`src/rtl/board_mem_arbiter.sv`:
```
// board_mem_arbiter: shares the single-port 256-cell board RAM between the
// mine placer (port 0), the neighbour-count pass (port 1) and the player
// reveal/flag logic (port 2).
//
// Pipeline: ARB (sample requests) -> ISSUE (drive RAM, pulse gnt)
//           -> RETURN (RAM data back, pulse rvalid).
//
// Build option: define BOARD_ARB_FIXED_PRIO_EN for strict fixed priority
// (port 0 > port 1 > port 2). When it is left undefined, the arbiter uses
// round-robin starting after the last winner.
module board_mem_arbiter #(
    parameter int ADDR_W = 8,
    parameter int DATA_W = 4
) (
    input  logic              clk,
    input  logic              rst,

    input  logic              r0_req,
    input  logic              r0_we,
    input  logic [ADDR_W-1:0] r0_addr,
    input  logic [DATA_W-1:0] r0_wdata,
    output logic              r0_gnt,
    output logic              r0_rvalid,

    input  logic              r1_req,
    input  logic              r1_we,
    input  logic [ADDR_W-1:0] r1_addr,
    input  logic [DATA_W-1:0] r1_wdata,
    output logic              r1_gnt,
    output logic              r1_rvalid,

    input  logic              r2_req,
    input  logic              r2_we,
    input  logic [ADDR_W-1:0] r2_addr,
    input  logic [DATA_W-1:0] r2_wdata,
    output logic              r2_gnt,
    output logic              r2_rvalid,

    output logic [DATA_W-1:0] rdata,

    output logic [ADDR_W-1:0] mem_addr,
    output logic [DATA_W-1:0] mem_wdata,
    output logic              mem_we,
    input  logic [DATA_W-1:0] mem_q,

    output logic              busy
);

    localparam int NP = 3;

    // Requester fields gathered into indexable form
    logic [NP-1:0]     w_req;
    logic [NP-1:0]     w_we;
    logic [ADDR_W-1:0] w_addr  [NP];
    logic [DATA_W-1:0] w_wdata [NP];

    // Arbitration results
    logic [NP-1:0]     w_elig;
    logic [NP-1:0]     w_win_oh;
    logic [1:0]        w_win_idx;
    logic              w_win_valid;
    logic [ADDR_W-1:0] w_sel_addr;
    logic [DATA_W-1:0] w_sel_wdata;
    logic              w_sel_we;
    logic [NP-1:0]     w_rvalid;

    // Registered state
    logic [NP-1:0]     r_gnt;        // one-hot: port issued this cycle
    logic [NP-1:0]     r_rv;         // one-hot read tag: port whose data returns this cycle
    logic [ADDR_W-1:0] r_mem_addr;
    logic [DATA_W-1:0] r_mem_wdata;
    logic              r_mem_we;
`ifndef BOARD_ARB_FIXED_PRIO_EN
    logic [1:0]        r_last;       // last granted port, round-robin pointer
`endif

    assign w_req      = {r2_req, r1_req, r0_req};
    assign w_we       = {r2_we,  r1_we,  r0_we};
    assign w_addr[0]  = r0_addr;
    assign w_addr[1]  = r1_addr;
    assign w_addr[2]  = r2_addr;
    assign w_wdata[0] = r0_wdata;
    assign w_wdata[1] = r1_wdata;
    assign w_wdata[2] = r2_wdata;

    // A port is masked in its own grant cycle so a held request is not issued twice
    generate
        for (genvar gi = 0; gi < NP; gi++) begin : g_elig
            assign w_elig[gi] = w_req[gi] & ~r_gnt[gi];
        end
    endgenerate

`ifdef BOARD_ARB_FIXED_PRIO_EN
    // Fixed priority: lowest-numbered eligible port wins
    always_comb begin
        w_win_oh    = '0;
        w_win_idx   = 2'd0;
        w_win_valid = 1'b0;
        for (int k = NP - 1; k >= 0; k--) begin
            if (w_elig[k]) begin
                w_win_oh    = '0;
                w_win_oh[k] = 1'b1;
                w_win_idx   = 2'(k);
                w_win_valid = 1'b1;
            end
        end
    end
`else
    // Round-robin: search from the port after r_last, wrapping 2 -> 0;
    // scanning farthest-first lets the nearest eligible candidate win
    always_comb begin
        int p;
        w_win_oh    = '0;
        w_win_idx   = 2'd0;
        w_win_valid = 1'b0;
        p           = 0;
        for (int k = NP; k >= 1; k--) begin
            p = int'(r_last) + k;
            if (p >= NP) begin
                p = p - NP;
            end
            if (w_elig[p]) begin
                w_win_oh    = '0;
                w_win_oh[p] = 1'b1;
                w_win_idx   = 2'(p);
                w_win_valid = 1'b1;
            end
        end
    end
`endif

    // Select the winning requester's fields with a one-hot mux
    always_comb begin
        w_sel_addr  = '0;
        w_sel_wdata = '0;
        w_sel_we    = 1'b0;
        for (int k = 0; k < NP; k++) begin
            if (w_win_oh[k]) begin
                w_sel_addr  = w_addr[k];
                w_sel_wdata = w_wdata[k];
                w_sel_we    = w_we[k];
            end
        end
    end

    // Issue stage registers and the 1-deep read tag pipeline
    always_ff @(posedge clk) begin
        if (rst) begin
            r_gnt       <= '0;
            r_rv        <= '0;
            r_mem_addr  <= '0;
            r_mem_wdata <= '0;
            r_mem_we    <= 1'b0;
`ifndef BOARD_ARB_FIXED_PRIO_EN
            r_last      <= 2'd2;
`endif
        end else begin
            // A read issued this cycle returns its data next cycle
            r_rv     <= r_mem_we ? '0 : r_gnt;
            r_gnt    <= w_win_oh;
            r_mem_we <= w_win_valid & w_sel_we;
            // Address and data hold their previous values when idle
            if (w_win_valid) begin
                r_mem_addr  <= w_sel_addr;
                r_mem_wdata <= w_sel_wdata;
`ifndef BOARD_ARB_FIXED_PRIO_EN
                r_last      <= w_win_idx;
`endif
            end
        end
    end

    // A read in flight when reset hits must not surface as rvalid
    assign w_rvalid  = r_rv & {NP{~rst}};

    assign r0_gnt    = r_gnt[0];
    assign r1_gnt    = r_gnt[1];
    assign r2_gnt    = r_gnt[2];
    assign r0_rvalid = w_rvalid[0];
    assign r1_rvalid = w_rvalid[1];
    assign r2_rvalid = w_rvalid[2];

    // RAM data arrives one cycle after the address; pass it through while tagged
    assign rdata     = (|w_rvalid) ? mem_q : '0;

    assign mem_addr  = r_mem_addr;
    assign mem_wdata = r_mem_wdata;
    assign mem_we    = r_mem_we;

    // Any issue this cycle (write or read) or a read tag still pending
    assign busy      = (|r_gnt) | (|r_rv);

endmodule

```
`config.mk`:
```
export PLATFORM = sky130hd
export DESIGN_NAME = board_mem_arbiter
export DESIGN_NICKNAME = d
export VERILOG_FILES = /design/src/rtl/board_mem_arbiter.sv
export SDC_FILE = /design/constraint.sdc
export NUM_CORES = 1
export LEC_CHECK = 0
export CORE_ASPECT_RATIO = 0.75
export CORE_MARGIN = 2
export CORE_UTILIZATION = 41
export CTS_BUF_LIST = sky130_fd_sc_hd__clkbuf_8
export CTS_CLUSTER_DIAMETER = 100
export DETAILED_ROUTE_END_ITERATION = 6
export PLACE_DENSITY = 0.79
export SYNTH_ARGS = -nofsm -noshare
export SYNTH_HDL_FRONTEND = slang
export SYNTH_SLANG_ARGS = --single-unit
```
`constraint.sdc`:
```
create_clock -name clk -period 3.35 [get_ports clk]
set_input_delay 0.67 -clock clk [delete_from_list [all_inputs] [get_ports clk]]
set_output_delay 0.67 -clock clk [all_outputs]
set_load 0.005 [all_outputs]
```
Word level (Yosys, flattened, before mapping)
Cells that the tools add are included.
W data, S select, Z words.

storage, ports and cells
  input port bits = 48
  register bits after elaboration = 21
  logic and storage cells = 75
  output and inout port bits = 24

operators by class
  multiplexer cells = 37
  reduce and logical (&&, ||, !) cells = 7
  bitwise gates (word level) = 10
  magnitude comparators = 9
  add/subtract/negate cells = 6

operators by type and width
  cell                   count
  $ge A32 B1 Y1 const B  3
  $lt A32 B4 Y1 const B  3
  $mux W32               3
  $mux W8                3
  $mux W4                4
  $mux W1                15
  $sub A3 B2 Y4 const B  3
  $ge A3 B2 Y1 const B   3
  $mux W3                3
  $reduce_or A3 Y1       3
  $add A2 B2 Y3 const B  2
  $bmux W1 S2            3
  $demux W1 S2           3
  $mux W2                3
  $and A1 B1 Y1          4
  $not A1 Y1             4
  $add A2 B1 Y3 const B  1
  $and A3 B3 Y3          1
  $logic_and A1 B1 Y1    3
  $reduce_or A2 Y1       1
  $or A1 B1 Y1           1

Longest topological paths before layout
  word-level depth = 14
  depth in mapped cells = 11
  depth with buffers taken out = 8

Worst setup path after synthesis
Ideal clock, no wire load.

  path kind = register -> register
  start point = register r_last[0]
  end point = register r_mem_addr[0], in the netlist mem_addr[0]
  path slack = 335 ps
  buffers on the path = 2
  library setup time = 142 ps
  period minus slack after synthesis = 3015 ps
  data required time = 3208 ps
  data arrival time = 2873 ps
  stages on the path, launching flop included = 11
  cells stage by stage = dfxtp_1 clkbuf_1 inv_1 ha_1 or4b_4 and3_4 a311o_1 and2_1 buf_2 a221oi_2 nor4_2

between the ends
  word-level cells in the longest chain between the ends = 13
  elaborated cells between the ends (all ways) = 45
  those cells by class = 6 x add/sub; 9 x order compare; 27 x mux; 3 x reduce/logical

ends and longest elaborated chain
  item                                                                  line      source
  start: declaration                                                    74        logic [1:0] r_last;
  start signal: assignment                                              167       r_last <= w_win_idx;
  $add A2 B2 Y3                                                         118       p = int'(r_last) + k;
  $sub A3 B2 Y4 or $ge A3 B2 Y1 (tied branches)                         120, 119
  $mux W32                                                              119       if (p >= NP) begin
  $ge A32 B1 Y1 (not written as such) or $lt A32 B4 Y1 (tied branches)  124       w_win_oh[p] = 1'b1;
  $logic_and A1 B1 Y1 (not written as such)                             124
  $mux W1 (not written as such)                                         124
  $demux W1 S2                                                          124
  $mux W3 (3 in series)                                                 122       if (w_elig[p]) begin
  $mux W8 (3 in series)                                                 138       if (w_win_oh[k]) begin
  end signal: assignment                                                164       r_mem_addr <= w_sel_addr;
  end: declaration                                                      70        logic [ADDR_W-1:0] r_mem_addr;

Parallel ways exist; a longest one is shown, timed or not. The select of a mux whose other input is x is not followed.
A chain may end at the register's enable or synchronous reset.

Final worst setup path
  start point = input r0_req
  end point = register r_mem_addr[5], in the netlist mem_addr[5]

between the ends
  word-level cells in the longest chain between the ends = 10
  elaborated cells between the ends (all ways) = 19
  those cells by class = 18 x mux; 1 x bitwise

ends and longest elaborated chain
  item                                         line  source
  start: declaration                           18    input logic r0_req,
  $and A1 B1 Y1 *                              89    assign w_elig[gi] = w_req[gi] & ~r_gnt[gi];
  $bmux W1 S2                                  122
  $mux W1 (not written as such) (2 in series)  122
  $mux W3 (3 in series)                        122
  $mux W8 (3 in series)                        138

Every way passes the cells marked *; elsewhere a longest branch is shown, timed or not. The select of a mux whose other input is x is not followed.

==> flow_summary.toml <==
[setup_path]
rrSetupSlack_ps = 370
cp.required_ps = 3530
worstSetupPathType = "input pin to flop"
cp-start-kind = "input pin"
crit_fanout = 14
critPathSlowestCell = "and2_1"
worstRegToRegCells = 8
r2r_start = "r_last[1]$_SDFFE_PP1P_"
worstPathArrival_ps = 3190
crit_chain = "clkdlybuf4s50_1, nand2b_1, o311ai_0, a311o_1, and2_1, a221oi_1, nor4_1"
crit_family = "simple AND/OR/NAND/NOR gates"
critPathMaxStageDelay_ps = 610
endpoint_kind = "flop"
critPathBufInv = 1
reg2reg_to = "mem_addr[2]$_SDFFE_PP0P_"

[clock_network]
htree_levels = 1
cts_resized = 0
cts_tree = "done"
clk_latency_ps = 270
clock-root-buffer = "clkbuf_8"
cts_sinks = 21
clkTransAtPathRegs_ps = 80
cts_buffer_depth = 2
cts_hold_buf = 0
cts_inserted_buffers = 3
post-cts-setup-buffer-count = 0

[route]
post_drt_wl_per_cell_um = 15.79
viasPerCell = 5.664
drt-initial-drc-count = 99
first_pass_iters = 4
vias = 1569
finalWirelength_mm = 4.374
drc_errors = 0
ant_nets = 0

[global_route]
antenna_found_initial = 0
grt_use_total_pct = 23.71
grt_max_degree = 23
first_global_vias = 1530
grt_pass1_wl_mm = 7.210
overflow = 0

[timing]
setup_tns_ps = 0
fin_crit_sh_pct = 90.01
finalMaxSlewViolations = 0
relSlewSlack_pct = 51.40
tightest_slew_ps = 729.0
max_freq_mhz = 331.6
rsz0062_at_grt = "no"
post-route-min-period_ps = 3015
finalClockSkew_ps = 4.177
final-setup-viol-count = 0
finalHoldViolCount = 0

[yosys]
yosysTopAreaCellShare_pct = 29.76
ys_top_cells_by_area = "dfxtp_1 30%, a221oi_2 9.6%, nor2_1 8.8%, nor4_2 8.0%, ha_1 4.4%"
synth_warnings = 0
syn_nets = 213
ys_seq_area_share_pct = 29.76
synth_cell_types = 40
synth.avg_cell_area_um2 = 8.829
ys_seq_elements = 21
async_flop_share_pct = 0
synth_top_area_cell = "dfxtp_1"
netlist_area_um2 = 1413
ys.flop_type = "dfxtp_1"
synthMostInstantiatedCell = "nor2_1"
synth.top_cells.by_count = "33 x nor2_1, 21 x dfxtp_1, 9 x a221oi_2, 9 x nor4_2, 8 x and2_1"
syn_inst = 160
synth_edf_count = 0

[outcome]
status = "finished clean"

[power_and_ir_drop]
power.density_nw_per_um2 = 1041
p_leak_nw = 0.8823
max-vdd-ir-drop_mv = 0.5926

[placement]
placed_area_um2 = 2210
gp_congestion = 0.9466
port-buffer-count = 71
place_hpwl_mm = 3.401

[min_path]
hp-class = "flop to flop"
min_to = "mem_addr[5]$_SDFFE_PP0P_"
worstHoldStart = "mem_addr[5]$_SDFFE_PP0P_"
whs_path_depth = 2

[floorplan]
die_height_um = 54.84
die_x_um = 71.78
fp-row-count = 18
top_level_ports = 72
start_util_pct = 42.96
coreArea_um2 = 3288
dieArea_um2 = 3936

[layout]
finalNetCount = 291
final_area_um2 = 2256
drive_gt1_share_pct = 15.61
antennaDiodeCount = 0
area_growth_pct = 59.70

[job]
drv_cap = 0
-- stage by stage --
stage	cells	hold slack [ps]	util (%)	setup WS, ps	power, mW
2_1_floorplan	160	485.8	-	335.2	1.602
3_3_place_gp	273	491.8	67.20	154.1	2.121
3_5_place_dp	273	487.9	67.20	31.45	2.184
4_1_cts	277	509.3	68.61	321.8	2.356
5_1_grt	277	562.2	68.61	28.76	2.561
6_report	277	510.5	68.61	334.5	2.348
-- state kept, by name, indices dropped and copies added, names as in the netlist --
| signal | count |
|---|---|
| r_rv | 3 |
| mem_wdata | 4 |
| r_gnt | 3 |
| mem_addr | 8 |
| r_last | 2 |
| mem_we | 1 |
-- layout by cell type, fill, tap and decap left out, types with 3 or more instances in the layout --
cell type	count
a211oi_1	4
a221oi_1	3
a221oi_2	9
a31oi_1	3
and2_1	8
buf_4	11
clkbuf_8	3
clkdlybuf4s50_1	71
dfxtp_1	21
ha_1	5
inv_1	4
nand2_1	6
nand2b_1	3
nand4b_1	3
nor2_1	33
nor2b_1	5
nor3_1	5
nor4_1	3
nor4_2	9
-- tightest hold or removal path, cell delays in order, from the launching register on --
cell and delay (ps):
dfxtp_1 320, nor2_1 100, nor4_1 50
-- cell type report --
cell class | count | area, um^2
clock inverters | 1 | 5.005
inverters | 4 | 15.01
multi-input cells | 126 | 930.9
fillers | 262 | 1032
clock buffers | 3 | 41.29
repair buffers | 82 | 793.3
well taps | 40 | 50.05
flip-flops and latches | 21 | 420.4
-- power breakdown --
| group | internal (mW) | switching, mW | total [mW] |
|---|---|---|---|
| logic | 0.824 | 0.946 | 1.77 |
| registers | 0.347 | 0.0618 | 0.409 |
| clock network | 0.0830 | 0.0859 | 0.169 |
-- cells by family (layout without fill, tap and decap cells) --
family | count (synthesis) | count (layout) | synth area share, %
fa+ha+maj | 5 | 5 | 4.429
flops | 21 | 21 | 29.76
compound gates | 35 | 35 | 24.09
buf+inv | 13 | 90 | 4.340
simple gates | 86 | 86 | 37.38
-- metal layers --
layer  global-route usage [%]  wire (um)  vias up
met5                        0          0        -
met4                    3.459         21        0
met3                    5.893        297        3
met2                    40.59       2016       56
met1                    31.31       2039      748
li1                         -          -      762
-- worst max path at each step --
| stage | start | to | slack, ps | cells after the start |
|---|---|---|---|---|
| global placement | r2_req | mem_wdata[3]$_SDFFE_PP0P_ | 150 | 7 |
| detailed placement | r0_req | mem_addr[4]$_SDFFE_PP0P_ | 30 | 7 |
| global route | r0_req | mem_addr[4]$_SDFFE_PP0P_ | 30 | 7 |
| floorplan | r_last[0]$_SDFFE_PP0P_ | mem_addr[0]$_SDFFE_PP0P_ | 340 | 10 |
| finish | r0_req | mem_addr[5]$_SDFFE_PP0P_ | 330 | 7 |
| CTS | r0_req | mem_addr[5]$_SDFFE_PP0P_ | 320 | 7 |
Note: power is estimated with default switching activity, not from simulation.
